[config.mk]
export PLATFORM = sky130hd
export DESIGN_NAME = spi_reg_ctrl
export DESIGN_NICKNAME = d
export VERILOG_FILES = /design/src/rtl/spi_reg_ctrl_pkg.sv /design/src/rtl/spi_reg_ctrl_timer.sv /design/src/rtl/spi_reg_ctrl.sv
export SDC_FILE = /design/constraint.sdc
export NUM_CORES = 1
export LEC_CHECK = 0
export ABC_AREA = 1
export BUFFER_PORTS_ARGS = -buffer_cell sky130_fd_sc_hd__buf_2
export CORE_ASPECT_RATIO = 1.4
export CORE_MARGIN = 1
export CORE_UTILIZATION = 40
export DETAILED_ROUTE_END_ITERATION = 7
export PLACE_DENSITY = 0.7
export SLEW_MARGIN = 20
export SYNTH_ARGS = -nofsm -noshare
export SYNTH_HDL_FRONTEND = slang
export SYNTH_SLANG_ARGS = --single-unit
[constraint.sdc]
create_clock -name clk -period 1.5 [get_ports clk]
set_input_delay 0.075 -clock clk [delete_from_list [all_inputs] [get_ports clk]]
set_output_delay 0.075 -clock clk [all_outputs]
set_load 0.1 [all_outputs]
[src/rtl/spi_reg_ctrl_pkg.sv]
// Shared types and constants for the SPI register-access controller.
// The SPI_REG_CTRL_TIMEOUT_EN build option is handled in spi_reg_ctrl.sv.
package spi_reg_ctrl_pkg;

    typedef enum logic [1:0] {
        ST_IDLE   = 2'd0,
        ST_BUS_RD = 2'd1,
        ST_DATA   = 2'd2,
        ST_BUS_WR = 2'd3
    } state_t;

    localparam logic [7:0] STATUS_BASE = 8'hA0;
    localparam logic [7:0] NOT_READY   = 8'hEE;
    localparam int         CMD_RD_BIT  = 7;

    localparam int TIMEOUT = 0;
    localparam int OVERRUN = 1;

    function automatic logic [7:0] status_byte(input logic overrun_f, input logic timeout_f);
        logic [7:0] s;
        s          = STATUS_BASE;
        s[OVERRUN] = overrun_f;
        s[TIMEOUT] = timeout_f;
        return s;
    endfunction

endpackage

[src/rtl/spi_reg_ctrl_timer.sv]
// Clear/enable/expire counter bounding how long the controller waits for a data frame.
// Only instantiated when SPI_REG_CTRL_TIMEOUT_EN is defined.
module spi_reg_ctrl_timer #(
    parameter int TIMEOUT_CYCLES = 1024
) (
    input  logic clk,
    input  logic rst_n,
    input  logic clear,
    input  logic en,
    output logic expired
);

    localparam int CNT_W = $clog2(TIMEOUT_CYCLES);

    logic [CNT_W-1:0] cnt_q;

    always_ff @(posedge clk) begin
        if (!rst_n || clear) begin
            cnt_q <= '0;
        end else if (en) begin
            cnt_q <= cnt_q + 1'b1;
        end
    end

    assign expired = en && (cnt_q == CNT_W'(TIMEOUT_CYCLES - 1));

endmodule

[src/rtl/spi_reg_ctrl.sv]
// Turns command/data SPI frame pairs into single-word req/ack register bus accesses.
// Define SPI_REG_CTRL_TIMEOUT_EN to abandon a command whose data frame never arrives.
module spi_reg_ctrl #(
    parameter int BITS           = 8,
    parameter int TIMEOUT_CYCLES = 1024
) (
    input  logic            clk,
    input  logic            rst_n,
    input  logic            ready,
    input  logic [BITS-1:0] data_from_master,
    output logic [BITS-1:0] data_from_slave,
    output logic            bus_req,
    output logic            bus_we,
    output logic [BITS-2:0] bus_addr,
    output logic [BITS-1:0] bus_wdata,
    input  logic            bus_ack,
    input  logic [BITS-1:0] bus_rdata
);

    import spi_reg_ctrl_pkg::*;

    if (BITS != 8) begin : g_bits_check
        $error("spi_reg_ctrl: command byte layout requires BITS == 8");
    end
    if (TIMEOUT_CYCLES < 2) begin : g_timeout_check
        $error("spi_reg_ctrl: TIMEOUT_CYCLES must be at least 2");
    end

    state_t          state_q, state_nxt;
    logic            ready_q;
    logic            fe;
    logic [BITS-1:0] cmd_q;
    logic            is_rd;
    logic            overrun_q, overrun_nxt;
    logic            timeout_q, timeout_nxt;
    logic [7:0]      status_nxt;
    logic            expired;

    assign fe       = ready & ~ready_q;
    assign is_rd    = cmd_q[CMD_RD_BIT];
    assign bus_addr = cmd_q[BITS-2:0];

`ifdef SPI_REG_CTRL_TIMEOUT_EN
    spi_reg_ctrl_timer #(
        .TIMEOUT_CYCLES(TIMEOUT_CYCLES)
    ) u_timer (
        .clk    (clk),
        .rst_n  (rst_n),
        .clear  (state_q != ST_DATA),
        .en     (state_q == ST_DATA),
        .expired(expired)
    );
`else
    assign expired = 1'b0;
`endif

    always_ff @(posedge clk) begin
        if (!rst_n) begin
            state_q <= ST_IDLE;
        end else begin
            state_q <= state_nxt;
        end
    end

    always_comb begin
        state_nxt = state_q;
        case (state_q)
            ST_IDLE:   if (fe) state_nxt = data_from_master[CMD_RD_BIT] ? ST_BUS_RD : ST_DATA;
            ST_BUS_RD: if (bus_ack) state_nxt = ST_DATA;
            ST_DATA: begin
                if (fe)           state_nxt = is_rd ? ST_IDLE : ST_BUS_WR;
                else if (expired) state_nxt = ST_IDLE;
            end
            ST_BUS_WR: if (bus_ack) state_nxt = ST_IDLE;
            default:   state_nxt = ST_IDLE;
        endcase
    end

    always_comb begin
        bus_req = (state_q == ST_BUS_RD) || (state_q == ST_BUS_WR);
        bus_we  = (state_q == ST_BUS_WR);
    end

    // Sticky flags; the status byte is built from their next value so it is current on entry to IDLE
    always_comb begin
        overrun_nxt = overrun_q;
        timeout_nxt = timeout_q;
        if (state_q == ST_IDLE && fe) begin
            overrun_nxt = 1'b0;
            timeout_nxt = 1'b0;
        end
        if ((state_q == ST_BUS_RD || state_q == ST_BUS_WR) && fe) begin
            overrun_nxt = 1'b1;
        end
        if (state_q == ST_DATA && !fe && expired) begin
            timeout_nxt = 1'b1;
        end
        status_nxt = status_byte(overrun_nxt, timeout_nxt);
    end

    always_ff @(posedge clk) begin
        if (!rst_n) begin
            ready_q         <= 1'b1;
            cmd_q           <= '0;
            bus_wdata       <= '0;
            overrun_q       <= 1'b0;
            timeout_q       <= 1'b0;
            data_from_slave <= STATUS_BASE;
        end else begin
            ready_q   <= ready;
            overrun_q <= overrun_nxt;
            timeout_q <= timeout_nxt;
            case (state_q)
                ST_IDLE: begin
                    if (fe) begin
                        cmd_q           <= data_from_master;
                        data_from_slave <= data_from_master[CMD_RD_BIT] ? NOT_READY : '0;
                    end else begin
                        data_from_slave <= status_nxt;
                    end
                end
                ST_BUS_RD: begin
                    if (bus_ack) data_from_slave <= bus_rdata;
                end
                ST_DATA: begin
                    if (fe) begin
                        if (is_rd) data_from_slave <= status_nxt;
                        else       bus_wdata       <= data_from_master;
                    end else if (expired) begin
                        data_from_slave <= status_nxt;
                    end
                end
                ST_BUS_WR: begin
                    if (bus_ack) data_from_slave <= status_nxt;
                end
                default: data_from_slave <= status_nxt;
            endcase
        end
    end

endmodule

==> impl_results.md <==
- Outcome: finished, final reports clean
- Yosys top cell area share: 42.3%
- Routed vias/inst: 4.56
- Placement Cell Area: 1600 um^2
- Post-Synthesis Net Count: 211
- Final setup TNS: 0 ns
- Post-synth EDFFs: 0
- Clock skew: 0.00232 ns
- Syn-to-layout area delta: 22.9%
- Routability Congestion: 0.871
- P per Cell Area: 1200 nW/um^2
- Avg Cell Area, Syn: 7.19 um^2
- Largest cells by area after synthesis: dfxtp_1, nor2_1, nand2_1
- Mapped Cells: 191
- Mapped Area: 1370 um^2
- Row count: 24
- Diode count: 0
- Vias in the first global route: 1155
- Ys Warns: 0
- DIE AREA: 3670 um^2
- Reg2Reg Setup Slack: 0.26 ns
- PortBufs: 44
- CP Launch Type: register
- Reg clk slew, reported paths: 0.06 ns
- Worst Setup Path Type: reg -> out
- Max-Cap Viols: 0
- Clock latency on the worst-skew pair: 0.27 ns
- WL/cell: 10.5 um
- Root buf cell: clkbuf_8
- Tcrit/Tclk final: 89.7%
- Most common cell after layout, fill and taps aside: nor2_1
- Final hold violation count: 0
- Crit. End Element: output port
- Worst EP required: 1.42 ns
- DR vias: 1240
- Slew margin rel.: 66.9%
- Commonest cells after routing, fill and taps aside: nor2_1, nand2_1, buf_2, dfxtp_1, inv_1
- Total grt overflow: 0
- Total CTS buffers: 5
- Fraction of registers with async set/reset: 0%
- 1st-iter DRT viols: 26
- Yosys cell types: 23
- First-pass GRT wire length: 4860 um
- Post-detail-place hpwl: 2190 um
- Nets: 253
- Initial Util: 43.1%
- Overall Global Routing Usage: 17.8%
- Max Root-Sink Buffers: 2
- Worst hold path class: in -> reg
- Chip Height: 71.3 um
- WP data arrival: 1.27 ns
- Max IR drop VDD: 0.759 mV
- FMAX: 743 MHz
- Synth area leader: dfxtp_1
- Static leakage: 0.896 nW
- Max Transition Viols Final: 0
- Post-synthesis sequential area ratio: 42.3%
- Largest net degree at the start of global routing: 16
- #FFs+latches synth: 29
- Slew at the pin closest to its max-slew limit: 0.500 ns
- RSZ-0062 raised after global routing: no
- 1st-pass router iterations: 4
- Clock sinks: 29
- Htree depth: 2
- Die X: 51.5 um
- Initial antenna violation count: 0
- # setup viols final: 0
- DRT Wirelength: 2870 um
- Post-synth top flop: dfxtp_1
- Post-CTS Hold Buffers: 0
- Worst Path Max Fanout: 7
- DRC viols: 0
- CTS tree: done
- Post-Layout Inst Area: 1690 um^2
- I/O Pins: 45
- Fin crit period: 1.35 ns
- Share of layout cells above drive strength 1: 29.2%
- Area of the core: 3180 um^2
- Final ANT Viol Nets: 0
cell families (layout without fill, tap and decap cells):
family / count (synthesis) / after routing / share of synthesized area [%]
simple gates: 106 / 106 / 35.8
compound gates: 22 / 22 / 8.02
flops: 29 / 29 / 42.3
buf+inv: 34 / 76 / 13.9
worst paths after layout:
kind	startpoint	endpoint	cells after the start
worst min register to register	timeout_q	timeout_q	2
worst max-delay path	state_q[0]	bus_we	4
worst max register to register	ready_q	cmd_q[4]	7
worst min-delay path	data_from_master[6]	bus_wdata[6]	3
synth_stat cells (2+ instances only):
master    count
inv_1        18
nor2_1       44
dfxtp_1      29
nand2_4       3
nor2_4        3
nand4_1       2
o21ai_0      17
nand2_1      42
buf_4         7
buf_6         2
nand3_1       7
a21oi_1       4
nand3_4       2
clkbuf_1      2
cell type report:
| cell class | instances | area (um^2) |
|---|---|---|
| Timing Repair Buffer | 49 | 288 |
| Fill cell | 341 | 1500 |
| Inverter | 20 | 80.1 |
| Sequential cell | 29 | 582 |
| Tap cell | 39 | 48.8 |
| Clock buffer | 7 | 86.3 |
| Multi-Input combinational cell | 128 | 602 |
report_power, final:
| group | internal [mW] | total (mW) | switching [mW] |
|---|---|---|---|
| Combinational | 0.119 | 0.546 | 0.428 |
| Sequential | 0.814 | 0.841 | 0.0261 |
| Clock | 0.363 | 0.629 | 0.266 |
| Total | 1.30 | 2.02 | 0.720 |
metal layers:
metal | track usage (%) | vias up | wire length (um)
met2 | 30.2 | 38 | 1450
li1 | - | 662 | -
met4 | 7.21 | 0 | 42
met3 | 5.94 | 5 | 197
met5 | 0 | - | 0
met1 | 19.9 | 535 | 1180
repair_timing:
action	CTS	global route
endpoints found under the setup margin	0	1
gates resized for setup	0	1
buffers inserted	0	0
through the flow:
stage / utilization, % / power [mW] / hold slack, ns / cells / setup slack [ns]
after floorplan: - / 1.33 / 0.182 / 191 / 0.0962
after global placement: 50.2 / 1.40 / 0.314 / 265 / 0.145
after detailed placement: 50.2 / 1.41 / 0.321 / 265 / 0.158
after CTS: 52.9 / 2.05 / 0.0290 / 272 / 0.0167
after global routing: 53.0 / 2.13 / 0.0478 / 272 / 0.113
final: 53.0 / 2.02 / 0.0397 / 272 / 0.155
sequential cells by signal, indices dropped and copies added, names as in the netlist:
| signal | count |
|---|---|
| data_from_slave | 8 |
| bus_wdata | 8 |
| timeout_q | 1 |
| ready_q | 1 |
| overrun_q | 1 |
| state_q | 2 |
| cmd_q | 8 |
worst max-delay path, cell delays in order, from the launching register on:
cell and delay (ns):
dfxtp_1 0.43, buf_4 0.21, nand2_1 0.08, inv_1 0.10
buf_12 0.18
Note: power is estimated with default switching activity, not from simulation.
